--- src/rtl/display_scanner.sv ---
// Multiplexed 7-seg scanner: one digit per clock1KHz rise, outputs registered 2 cycles after sync1 sees it; no backpressure.
// Define DISPLAY_GHOST_BLANK_EN to hold digitSelect dark for GAP_CYCLES at the start of each slot.
module display_scanner #(
    parameter int DIGITS     = 4,
    parameter int GAP_CYCLES = 600
) (
    input  logic                  clock6MHz,
    input  logic                  resetN,
    input  logic                  clock1KHz,
    input  logic [4*DIGITS-1:0]   digitValues,
    input  logic [DIGITS-1:0]     dpMask,
    input  logic [DIGITS-1:0]     blankMask,
    output logic [6:0]            segment,
    output logic                  dp,
    output logic [DIGITS-1:0]     digitSelect
);
    localparam int IDX_W = (DIGITS > 1) ? $clog2(DIGITS) : 1;
    localparam logic [IDX_W-1:0]  LAST_IDX = IDX_W'(DIGITS - 1);
    localparam logic [DIGITS-1:0] ONE      = DIGITS'(1);

    if (DIGITS < 2 || DIGITS > 8 || GAP_CYCLES < 1) begin : g_param_check
        $error("display_scanner: DIGITS must be 2..8 and GAP_CYCLES >= 1");
    end

    typedef enum logic [1:0] {IDLE, BLANK, DRIVE} state_t;

    state_t                state_q;
    logic                  sync1_q, sync2_q, prev_q;
    logic [IDX_W-1:0]      idx_q, idx_d;
    logic [4*DIGITS-1:0]   sh_vals_q, sh_vals_d;
    logic [DIGITS-1:0]     sh_dp_q, sh_dp_d;
    logic [DIGITS-1:0]     sh_blank_q, sh_blank_d;
    logic                  tick;
    logic                  snap;
    logic [3:0]            nib_d;
    logic [6:0]            seg_dec;
    logic [DIGITS-1:0]     sel_next;
    logic [DIGITS-1:0]     sel_cur;

    assign tick = sync2_q & ~prev_q;

    always_ff @(posedge clock6MHz or negedge resetN) begin
        if (!resetN) begin
            sync1_q <= 1'b0;
            sync2_q <= 1'b0;
            prev_q  <= 1'b0;
        end else begin
            sync1_q <= clock1KHz;
            sync2_q <= sync1_q;
            prev_q  <= sync2_q;
        end
    end

    // Next slot is decoded from the shadow copy it will see, so a wrap uses the fresh snapshot.
    always_comb begin
        idx_d      = (state_q == IDLE || idx_q == LAST_IDX) ? '0 : idx_q + IDX_W'(1);
        snap       = (idx_d == '0);
        sh_vals_d  = snap ? digitValues : sh_vals_q;
        sh_dp_d    = snap ? dpMask      : sh_dp_q;
        sh_blank_d = snap ? blankMask   : sh_blank_q;
        nib_d      = sh_vals_d[4*int'(idx_d) +: 4];
        sel_next   = ~(ONE << idx_d);
        sel_cur    = ~(ONE << idx_q);
    end

    always_comb begin
        seg_dec = 7'h00;
        case (nib_d)
            4'h0: seg_dec = 7'h3F;
            4'h1: seg_dec = 7'h06;
            4'h2: seg_dec = 7'h5B;
            4'h3: seg_dec = 7'h4F;
            4'h4: seg_dec = 7'h66;
            4'h5: seg_dec = 7'h6D;
            4'h6: seg_dec = 7'h7D;
            4'h7: seg_dec = 7'h07;
            4'h8: seg_dec = 7'h7F;
            4'h9: seg_dec = 7'h6F;
            4'hA: seg_dec = 7'h77;
            4'hB: seg_dec = 7'h7C;
            4'hC: seg_dec = 7'h39;
            4'hD: seg_dec = 7'h5E;
            4'hE: seg_dec = 7'h79;
            4'hF: seg_dec = 7'h71;
            default: seg_dec = 7'h00;
        endcase
    end

`ifdef DISPLAY_GHOST_BLANK_EN
    localparam int GAP_W = (GAP_CYCLES > 1) ? $clog2(GAP_CYCLES) : 1;
    localparam logic [GAP_W-1:0] GAP_LAST = GAP_W'(GAP_CYCLES - 1);
    logic [GAP_W-1:0] gap_cnt_q;
`endif

    always_ff @(posedge clock6MHz or negedge resetN) begin
        if (!resetN) begin
            state_q     <= IDLE;
            idx_q       <= '0;
            sh_vals_q   <= '0;
            sh_dp_q     <= '0;
            sh_blank_q  <= '0;
            segment     <= 7'h00;
            dp          <= 1'b0;
            digitSelect <= '1;
`ifdef DISPLAY_GHOST_BLANK_EN
            gap_cnt_q   <= '0;
`endif
        end else if (tick) begin
            idx_q      <= idx_d;
            sh_vals_q  <= sh_vals_d;
            sh_dp_q    <= sh_dp_d;
            sh_blank_q <= sh_blank_d;
            segment    <= sh_blank_d[idx_d] ? 7'h00 : seg_dec;
            dp         <= sh_blank_d[idx_d] ? 1'b0  : sh_dp_d[idx_d];
`ifdef DISPLAY_GHOST_BLANK_EN
            // A tick during the gap simply restarts it.
            state_q     <= BLANK;
            gap_cnt_q   <= '0;
            digitSelect <= '1;
`else
            state_q     <= DRIVE;
            digitSelect <= sh_blank_d[idx_d] ? '1 : sel_next;
`endif
        end
`ifdef DISPLAY_GHOST_BLANK_EN
        else if (state_q == BLANK) begin
            if (gap_cnt_q == GAP_LAST) begin
                state_q     <= DRIVE;
                digitSelect <= sh_blank_q[idx_q] ? '1 : sel_cur;
            end else begin
                gap_cnt_q <= gap_cnt_q + GAP_W'(1);
            end
        end
`endif
    end

`ifndef DISPLAY_GHOST_BLANK_EN
    logic unused_sel_cur;
    assign unused_sel_cur = ^sel_cur;
`endif

endmodule

--- config.mk ---
export PLATFORM = sky130hd
export DESIGN_NAME = display_scanner
export DESIGN_NICKNAME = d
export VERILOG_FILES = /design/src/rtl/display_scanner.sv
export SDC_FILE = /design/constraint.sdc
export NUM_CORES = 1
export LEC_CHECK = 0
export BUFFER_PORTS_ARGS = -buffer_cell sky130_fd_sc_hd__buf_2
export CORE_MARGIN = 2
export CORE_UTILIZATION = 45
export DETAILED_ROUTE_END_ITERATION = 16
export HOLD_SLACK_MARGIN = 0.15
export PLACE_DENSITY = 0.71
export SETUP_SLACK_MARGIN = 0.05
export SYNTH_ARGS = -nofsm -noshare
export SYNTH_HDL_FRONTEND = slang
export SYNTH_SLANG_ARGS = --single-unit
--- constraint.sdc ---
create_clock -name clock6MHz -period 6.9 [get_ports clock6MHz]
set_clock_uncertainty 0.15 [all_clocks]
set_input_delay 0 -clock clock6MHz [delete_from_list [all_inputs] [get_ports clock6MHz]]
set_output_delay 0 -clock clock6MHz [all_outputs]
set_load 0.02 [all_outputs]
* Word-level counts from Yosys, hierarchy flattened
Memories as Yosys holds them, arrays and structs flattened.
Cells that the tools add are included.
** Storage, ports and cells
- Bits in registers :: 42
- Memory bits (read-only) :: 112
- Input bits :: 27
- Logic and storage cells :: 34
- Memories :: 1
** Memories
- (name not given) :: words 16, bits a word 7, rd ports 1, clocked after Yosys merged registers in 0, wr ports 0, line 68 : case (nib_d)
** Operators by class
- $add $sub $neg :: 1
- Magnitude comparators :: 1
- Eq/ne operators :: 1
- Shifts and indexed selects :: 2
- Muxes and demuxes :: 11
- Bitwise logic cells :: 3
- Reductions and logical operators :: 3
** Operators by type and width (count)
- $mux 16 :: 1
- $shiftx 16x5->4 :: 1
- $mux 4 :: 3
- $mux 7 :: 1
- $bmux 1 s2 :: 2
- $logic_not 2->1 :: 2
- $not 4->4 :: 1
- $shl 1x2->4 const A :: 1
- $lt 2x3->1 const B :: 1
- $mux 1 :: 3
- $add 2x1->2 const B :: 1
- $eq 2x2->1 const B :: 1
- $mux 2 :: 1
- $and 1x1->1 :: 1
- $logic_or 1x1->1 :: 1
- $not 1->1 :: 1

* Depth between registers and ports, before layout
Gate-level depths: netlist (run 1).
- Word-level depth :: 8
- Depth in mapped cells :: 10
- Mapped depth without buffers :: 9

* Worst setup path after synthesis (run 1)
No wires, ideal clock.
- Path type :: reg-to-reg
- From :: register idx_q[0]
- To :: register segment[3]
- Library setup time :: 76 ps
- Arrival :: 2327 ps
- Slack :: 4347 ps
- Cell stages (with the launch flop) :: 9
- Buffers on the path :: 0
- Path through :: dfrtp_1 ha_1 or4b_1 a21oi_1 nor2_1 ha_1 or3_1 a31o_1 o21ai_1
** On the way
- Cells in the longest elaborated chain, start to end :: 8
- Elaborated cells on any way between the ends :: 12
- Those cells by class :: add/sub (1); eq/ne (1); shift (1); mux (6); reduce/logical (2); memory (1)
** Ends and longest elaborated chain
- start: declaration :: line 29 : logic [IDX_W-1:0] idx_q, idx_d;
- start signal: assignment :: line 109 : idx_q <= idx_d;
- branches (longest 2 deep; another with $add 2x1->2)
- $mux 2 * :: line 56 : idx_d = (state_q == IDLE || idx_q == LAST_IDX) ? '0 : idx_q + IDX_W'(1);
- $logic_not 2->1 :: line 57 : snap = (idx_d == '0);
- $mux 16 or $mux 4 (tied branches) :: line 58, 60
- $shiftx 16x5->4 or $bmux 1 s2 (tied branches) :: line 61, 113
- $mem_v2 16x7 or $mux 1 (tied branches)
- $mux 7 * :: line 113 : segment <= sh_blank_d[idx_d] ? 7'h00 : seg_dec;
- end signal: assignment :: line 113
- end: declaration :: line 13 : output logic [6:0] segment,
Mark *: on every way between the ends. The select of a mux whose other input is x is not followed.
A chain may end at the register's enable or synchronous reset.

* Worst setup path after layout (run 1)
Same ends and word-level chain as after synthesis.

==> metrics.csv, run 1 <==
metric;value;unit
Post-Syn Area;0.00195;mm^2
first-pass GRT wire length;7240;um
syn avg cell area;11.4;um^2
chip width;69.8;um
WL per Instance;15.3;um
period utilization;47.4;%
Clock Tree Root;clkbuf_8;
worst-skew pair later-pin latency;300;ps
Starting DRT DRC Count;102;
ys async rst share;100;%
port bufs;38;
outcome;finished clean;
Setup crit end kind;flip-flop;
Die H;69.8;um
number of global-route vias before repair;1560;
Die ar.;0.00487;mm^2
# rows;23;
Resized cells post-CTS;0;
design area;0.00245;mm^2
clk buf depth;2;
Post-Syn Instances;171;
max-cap violation count;0;
IO Count;39;
Yosys reg bits;36;
Worst Path Required;6970;ps
commonest non-fill, non-tap cells in the layout;buf_2, dfrtp_1, dlygate4sd3_1;
number of nets in the layout;264;
Hold WS;163;ps
Max VDD drop;0.000214;V
Worst Tran Pin Value;820;ps
Pins Over Slew Limit;0;
Post-DP HPWL;2890;um
area of the core;0.00409;mm^2
Total Power;1.16;mW
Routed WL;4310;um
Placed Area;0.00213;mm^2
post-layout min period;3270;ps
critical path peak fanout;18;
Synth area leaders;dfrtp_1, mux2_1, dfstp_2;
Via density;5.53;
yosys warns;0;
Slew headroom;45.4;%
Antenna Nets Post-Route;0;
Setup CP Type;flip-flop to flip-flop;
Placer Congestion;0.905;
global route overflow;0;
layout cells sized above 1;26.0;%
ant diodes;0;
post-synthesis sequential area ratio;46.5;%
GRT Util Overall;18.8;%
Setup WS post-layout;3630;ps
Peak Freq;306;MHz
largest net degree at the start of global routing;37;
Clock Sinks;36;
drt first pass iters;4;
leakage power;1.08;nW
RSZ-0062 raised after global routing;false;
Post-synth EDFFs;0;
clock-pin slew on the worst setup and hold paths;70;ps
area share of the largest cell type after synthesis;41.1;%
Synth area leader;dfrtp_1;
post-synth net total;205;
setup TNS;0;ps
pre-CTS WS;3680;ps
H-Tree Depth;2;
Finish-stage setup viols;0;
Cell variety after synth;48;
Initial Utilization;47.6;%
worst hold path type;input port to async pin;
Synth Flop Type;dfrtp_1;
worst path arrival time;3340;ps
Area growth syn-to-layout;25.7;%
initial antenna violation count;0;
Startpoint Class;flip-flop;
# DRC;0;
commonest non-fill, non-tap cell in the layout;buf_2;
pwr/cell area;473;mW/mm^2
routed via count;1555;
Final Hold Vio Count;0;
CTS tree;built;
Num CTS Buffers;5;
==> report_power, final <==
| part | switching (mW) | leakage (nW) | internal, mW | total (mW) |
|---|---|---|---|---|
| clock network | 0.0774 | 0.0445 | 0.0811 | 0.159 |
| registers | 0.0542 | 0.426 | 0.308 | 0.362 |
| logic | 0.369 | 0.614 | 0.267 | 0.636 |
==> critical path, cell delays in order (launching register included) <==
cell,delay [ps]
dfrtp_1,610
ha_1,400
nor2b_1,530
o22ai_1,150
a21oi_1,430
inv_1,170
ha_1,310
o21ai_0,100
a31o_1,230
o21ai_1,110
==> metrics by stage <==
| stage | cells | utilization [%] |
|---|---|---|
| after floorplan | 171 | - |
| after global placement | 251 | 52.2 |
| after detailed placement | 251 | 52.2 |
| after CTS | 281 | 59.9 |
| after global routing | 281 | 59.9 |
| final | 281 | 59.9 |
==> final timing paths <==
kind	start	to	slack (ps)	cells after the start
setup / recovery	idx_q[0]	segment[3]	3630	9
hold / removal	resetN	segment[1]	160	2
setup reg to reg	idx_q[0]	segment[3]	3630	9
hold reg to reg	sync1_q	sync2_q	200	0
max in group asynchronous	resetN	segment[6]	5940	2
min in group clock6MHz	clock1KHz	sync1_q	200	2
==> registers in the layout, summed over array words and instances, names as in the netlist <==
signal / cells
digitSelect: 4
dp: 1
idx_q: 2
prev_q: 1
segment: 7
sh_blank_q: 3
sh_dp_q: 3
sh_vals_q: 12
state_q: 1
sync1_q: 1
sync2_q: 1
==> area by class of cell <==
| class | instances | area [um^2] |
|---|---|---|
| inverter | 5 | 18.8 |
| sequential | 36 | 906 |
| tap | 50 | 62.6 |
| timing repair buffer | 60 | 410 |
| clock inverter | 1 | 7.51 |
| clock buffer | 7 | 86.3 |
| fill | 353 | 1640 |
| multi-input combinational | 122 | 956 |
==> metal layers <==
metal | routed length (um) | GRT usage [%] | vias to the layer above
met1 | 1930 | 23.9 | 740
met3 | 249 | 5.09 | 7
met5 | 0 | 0 | -
met4 | 53 | 5.98 | 0
li1 | - | - | 755
met2 | 2080 | 31.1 | 53
==> cells in the mapped netlist (2+ instances only) <==
library cell	count
dfrtp_1	32
mux2_1	21
a21oi_1	9
nand2_1	9
ha_1	7
o21ai_0	7
o21ai_1	7
nor2_1	6
nand2b_1	5
nand3_1	5
o22ai_1	5
buf_6	4
dfstp_2	4
inv_1	3
nor2b_1	3
a211o_1	2
a22o_1	2
a31o_1	2
buf_2	2
inv_2	2
nor3_1	2
o211ai_1	2
o21a_1	2
o31ai_1	2
o32a_1	2
or3_1	2
==> cell families after synthesis <==
kind of cell    count (synthesis)  share of synthesized area [%]
fa+ha+maj                       7                           4.50
compound gates                 51                           18.5
buf+inv                        13                           4.37
flops                          36                           46.5
simple gates                   40                           12.1
mux                            24                           14.0
==> repair_timing <==
item	in CTS	in global routing
setup buffers	0	0
hold endpoints to repair	61	0
setup endpoints to repair	0	0
hold buffers	22	0
Power figures use the tool's default switching activity.
==> run 2, diff against run 1 <==
--- a/config.mk
+++ b/config.mk
@@ -10,7 +10,7 @@
 export CORE_UTILIZATION = 45
 export DETAILED_ROUTE_END_ITERATION = 16
 export HOLD_SLACK_MARGIN = 0.15
-export PLACE_DENSITY = 0.71
+export PLACE_DENSITY = 0.74
 export SETUP_SLACK_MARGIN = 0.05
 export SYNTH_ARGS = -nofsm -noshare
 export SYNTH_HDL_FRONTEND = slang
==> constraint.sdc (replaced) <==
create_clock -name clock6MHz -period 2.9 [get_ports clock6MHz]
set_clock_uncertainty 0.15 [all_clocks]
set_input_delay 0 -clock clock6MHz [delete_from_list [all_inputs] [get_ports clock6MHz]]
set_output_delay 0 -clock clock6MHz [all_outputs]
set_load 0.02 [all_outputs]
==> run 2 against run 1 <==
- final cell count is 1.4% higher
- clock power is 150% higher
- via count is 0.13% higher
- critical endpoint unchanged
- largest cell class unchanged
- largest power group unchanged
==> metrics.csv, run 2 (synthesis gave the netlist of run 1 again) <==
metric;value;unit;change
outcome;finished clean;;
Post-DP HPWL;3050;um;+5.8%
number of global-route vias before repair;1601;;+2.6%
Slowest-stage cell, CP;or4b_1;;
Routed WL;4480;um;+3.8%
Worst Tran Pin Value;818;ps;-1.55 ps
crit path cell chain;ha_1, or4b_1, a21oi_2, nor2_1, ha_1, or3_1, a31o_1, o21ai_1;;
CP delay by family, top;simple AND/OR/NAND/NOR gates;;
Final Util;60.9;%;+1.0 points
critical path peak fanout;7;;-11
Setup Buffers After CTS;0;;unchanged
RSZ-0062 raised after global routing;false;;
Starting DRT DRC Count;88;;-14%
commonest non-fill, non-tap cells in the layout;buf_2, dfrtp_1, dlygate4sd3_1;;
Max VDD drop;0.000544;V;+150%
Setup CP Type;flip-flop to flip-flop;;
Antenna Nets Post-Route;0;;unchanged
Worst Path Required;2980;ps;-3990 ps
Final Hold Vio Count;0;;unchanged
biggest registers after layout;sh_vals_q x12, segment x7, digitSelect x4;;
port bufs;38;;unchanged
H-Tree Depth;2;;unchanged
Seq pwr share;29.5;%;-1.8 points
worst hold path type;input port to async pin;;
combinational group share of total power;56.7;%;+1.7 points
Placer Congestion;0.879;;-2.9%
Reg-to-Reg Start;idx_q[0];;
Slew headroom;45.5;%;+0.10 points
max-cap violation count;0;;unchanged
WL per Instance;15.7;um;+2.4%
Switching Share;42.8;%;-0.46 points
period utilization;92.1;%;+45 points
Register Area;906;um^2;unchanged
reg2reg end;segment[3];;
pwr/cell area;1150;mW/mm^2;+140%
chip width;69.8;um;unchanged
ant diodes;0;;unchanged
# rows;23;;unchanged
cell mode on critical path;ha_1;;
r2r worst-path depth;8;;-1
area of the multi-input gates;962;um^2;+0.65%
GRT Util Overall;19.6;%;+0.82 points
sw power;1.22;mW;+140%
global route overflow;0;;unchanged
layout cells sized above 1;28.1;%;+2.1 points
clk buf depth;2;;unchanged
# fillers;338;;-4.2%
setup TNS;0;ps;unchanged
Setup crit end kind;flip-flop;;
initial antenna violation count;0;;unchanged
Reg2Reg Setup Slack;230;ps;-3400 ps
Finish-stage setup viols;0;;unchanged
clock-pin slew on the worst setup and hold paths;80;ps;about the same
routed via count;1557;;+0.13%
area of the core;0.00409;mm^2;unchanged
drt first pass iters;4;;unchanged
largest net degree at the start of global routing;37;;unchanged
# DRC;0;;unchanged
WP buf/inv;0;;-1
CTS tree;built;;
post-layout min period;2670;ps;-598 ps
crit-path max cell delay;560;ps;-50 ps
Largest register FFs;12;;unchanged
commonest non-fill, non-tap cell in the layout;buf_2;;
worst path arrival time;2750;ps;-590 ps
Total Power;2.85;mW;+150%
Pins Over Slew Limit;0;;unchanged
first-pass GRT wire length;7600;um;+5.0%
Clock Sinks;36;;unchanged
IO Count;39;;unchanged
Area growth syn-to-layout;27.9;%;
Peak Freq;374;MHz;+22%
Startpoint Class;flip-flop;;
Clock Tree Root;clkbuf_8;;
number of nets in the layout;268;;+1.5%
leakage power;1.11;nW;+2.6%
Via density;5.46;;-1.3%
Biggest register;sh_vals_q;;
Clk pwr share;13.8;%;about the same
Num CTS Buffers;5;;unchanged
Initial Utilization;47.6;%;unchanged
Internal;1.63;mW;+150%
Die H;69.8;um;unchanged
Die ar.;0.00487;mm^2;unchanged
worst-skew pair later-pin latency;290;ps;about the same
==> run 2: layer usage <==
layer / vias up / share of wire (%) / wire length (um) / GRT usage [%]
met5: - / 0 / 0 / 0
li1: 756 / - / - / -
met1: 750 / 47 / 2090 / 26.2
met3: 11 / 3.7 / 165 / 4.22
met2: 40 / 47 / 2120 / 31.2
met4: 0 / 2.2 / 98 / 7.48
==> run 2: area by class of cell <==
cell class	instances	area share [%]
multi-input cells	122	38.6
flip-flops and latches	36	36.4
repair buffers	64	17.7
clock buffers	8	4.02
well taps	50	2.51
inverters	5	0.754
==> run 2: worst max-delay path by stage <==
stage,startpoint,to,slack (ps),depth (start not counted)
final,idx_q[0],segment[3],230,8
after global routing,idx_q[0],segment[3],80,8
after CTS,idx_q[0],segment[3],180,9
after detailed placement,idx_q[0],segment[3],210,8
after global placement,idx_q[0],segment[3],260,8
after floorplan,idx_q[0],segment[3],350,8
==> run 2: per-stage QoR <==
stage                     hold WS (ps)  area, um^2  worst slack, ps  instances
after detailed placement         -39.9        2160              214        255
after global routing               198        2490             81.6        285
final                              173        2490              229        285
after floorplan                   -446        1950              347        171
after CTS                          197        2480              177        285
after global placement           -40.9        2160              265        255
==> run 2: power groups by stage <==
stage / Clock (mW) / Combinational (mW) / Sequential [mW]
after floorplan: 0 / 1.10 / 0.916
after global placement: 0 / 1.55 / 0.843
after detailed placement: 0 / 1.55 / 0.850
after CTS: 0.397 / 1.61 / 0.841
after global routing: 0.417 / 1.80 / 0.871
final: 0.394 / 1.62 / 0.841
==> run 2: repair_timing <==
| item | 4_1_cts | 5_1_grt |
|---|---|---|
| resized for setup | 0 | 2 |
| hold endpoints to repair | 61 | 0 |
| setup endpoints to repair | 0 | 2 |
| hold buffers | 22 | 0 |
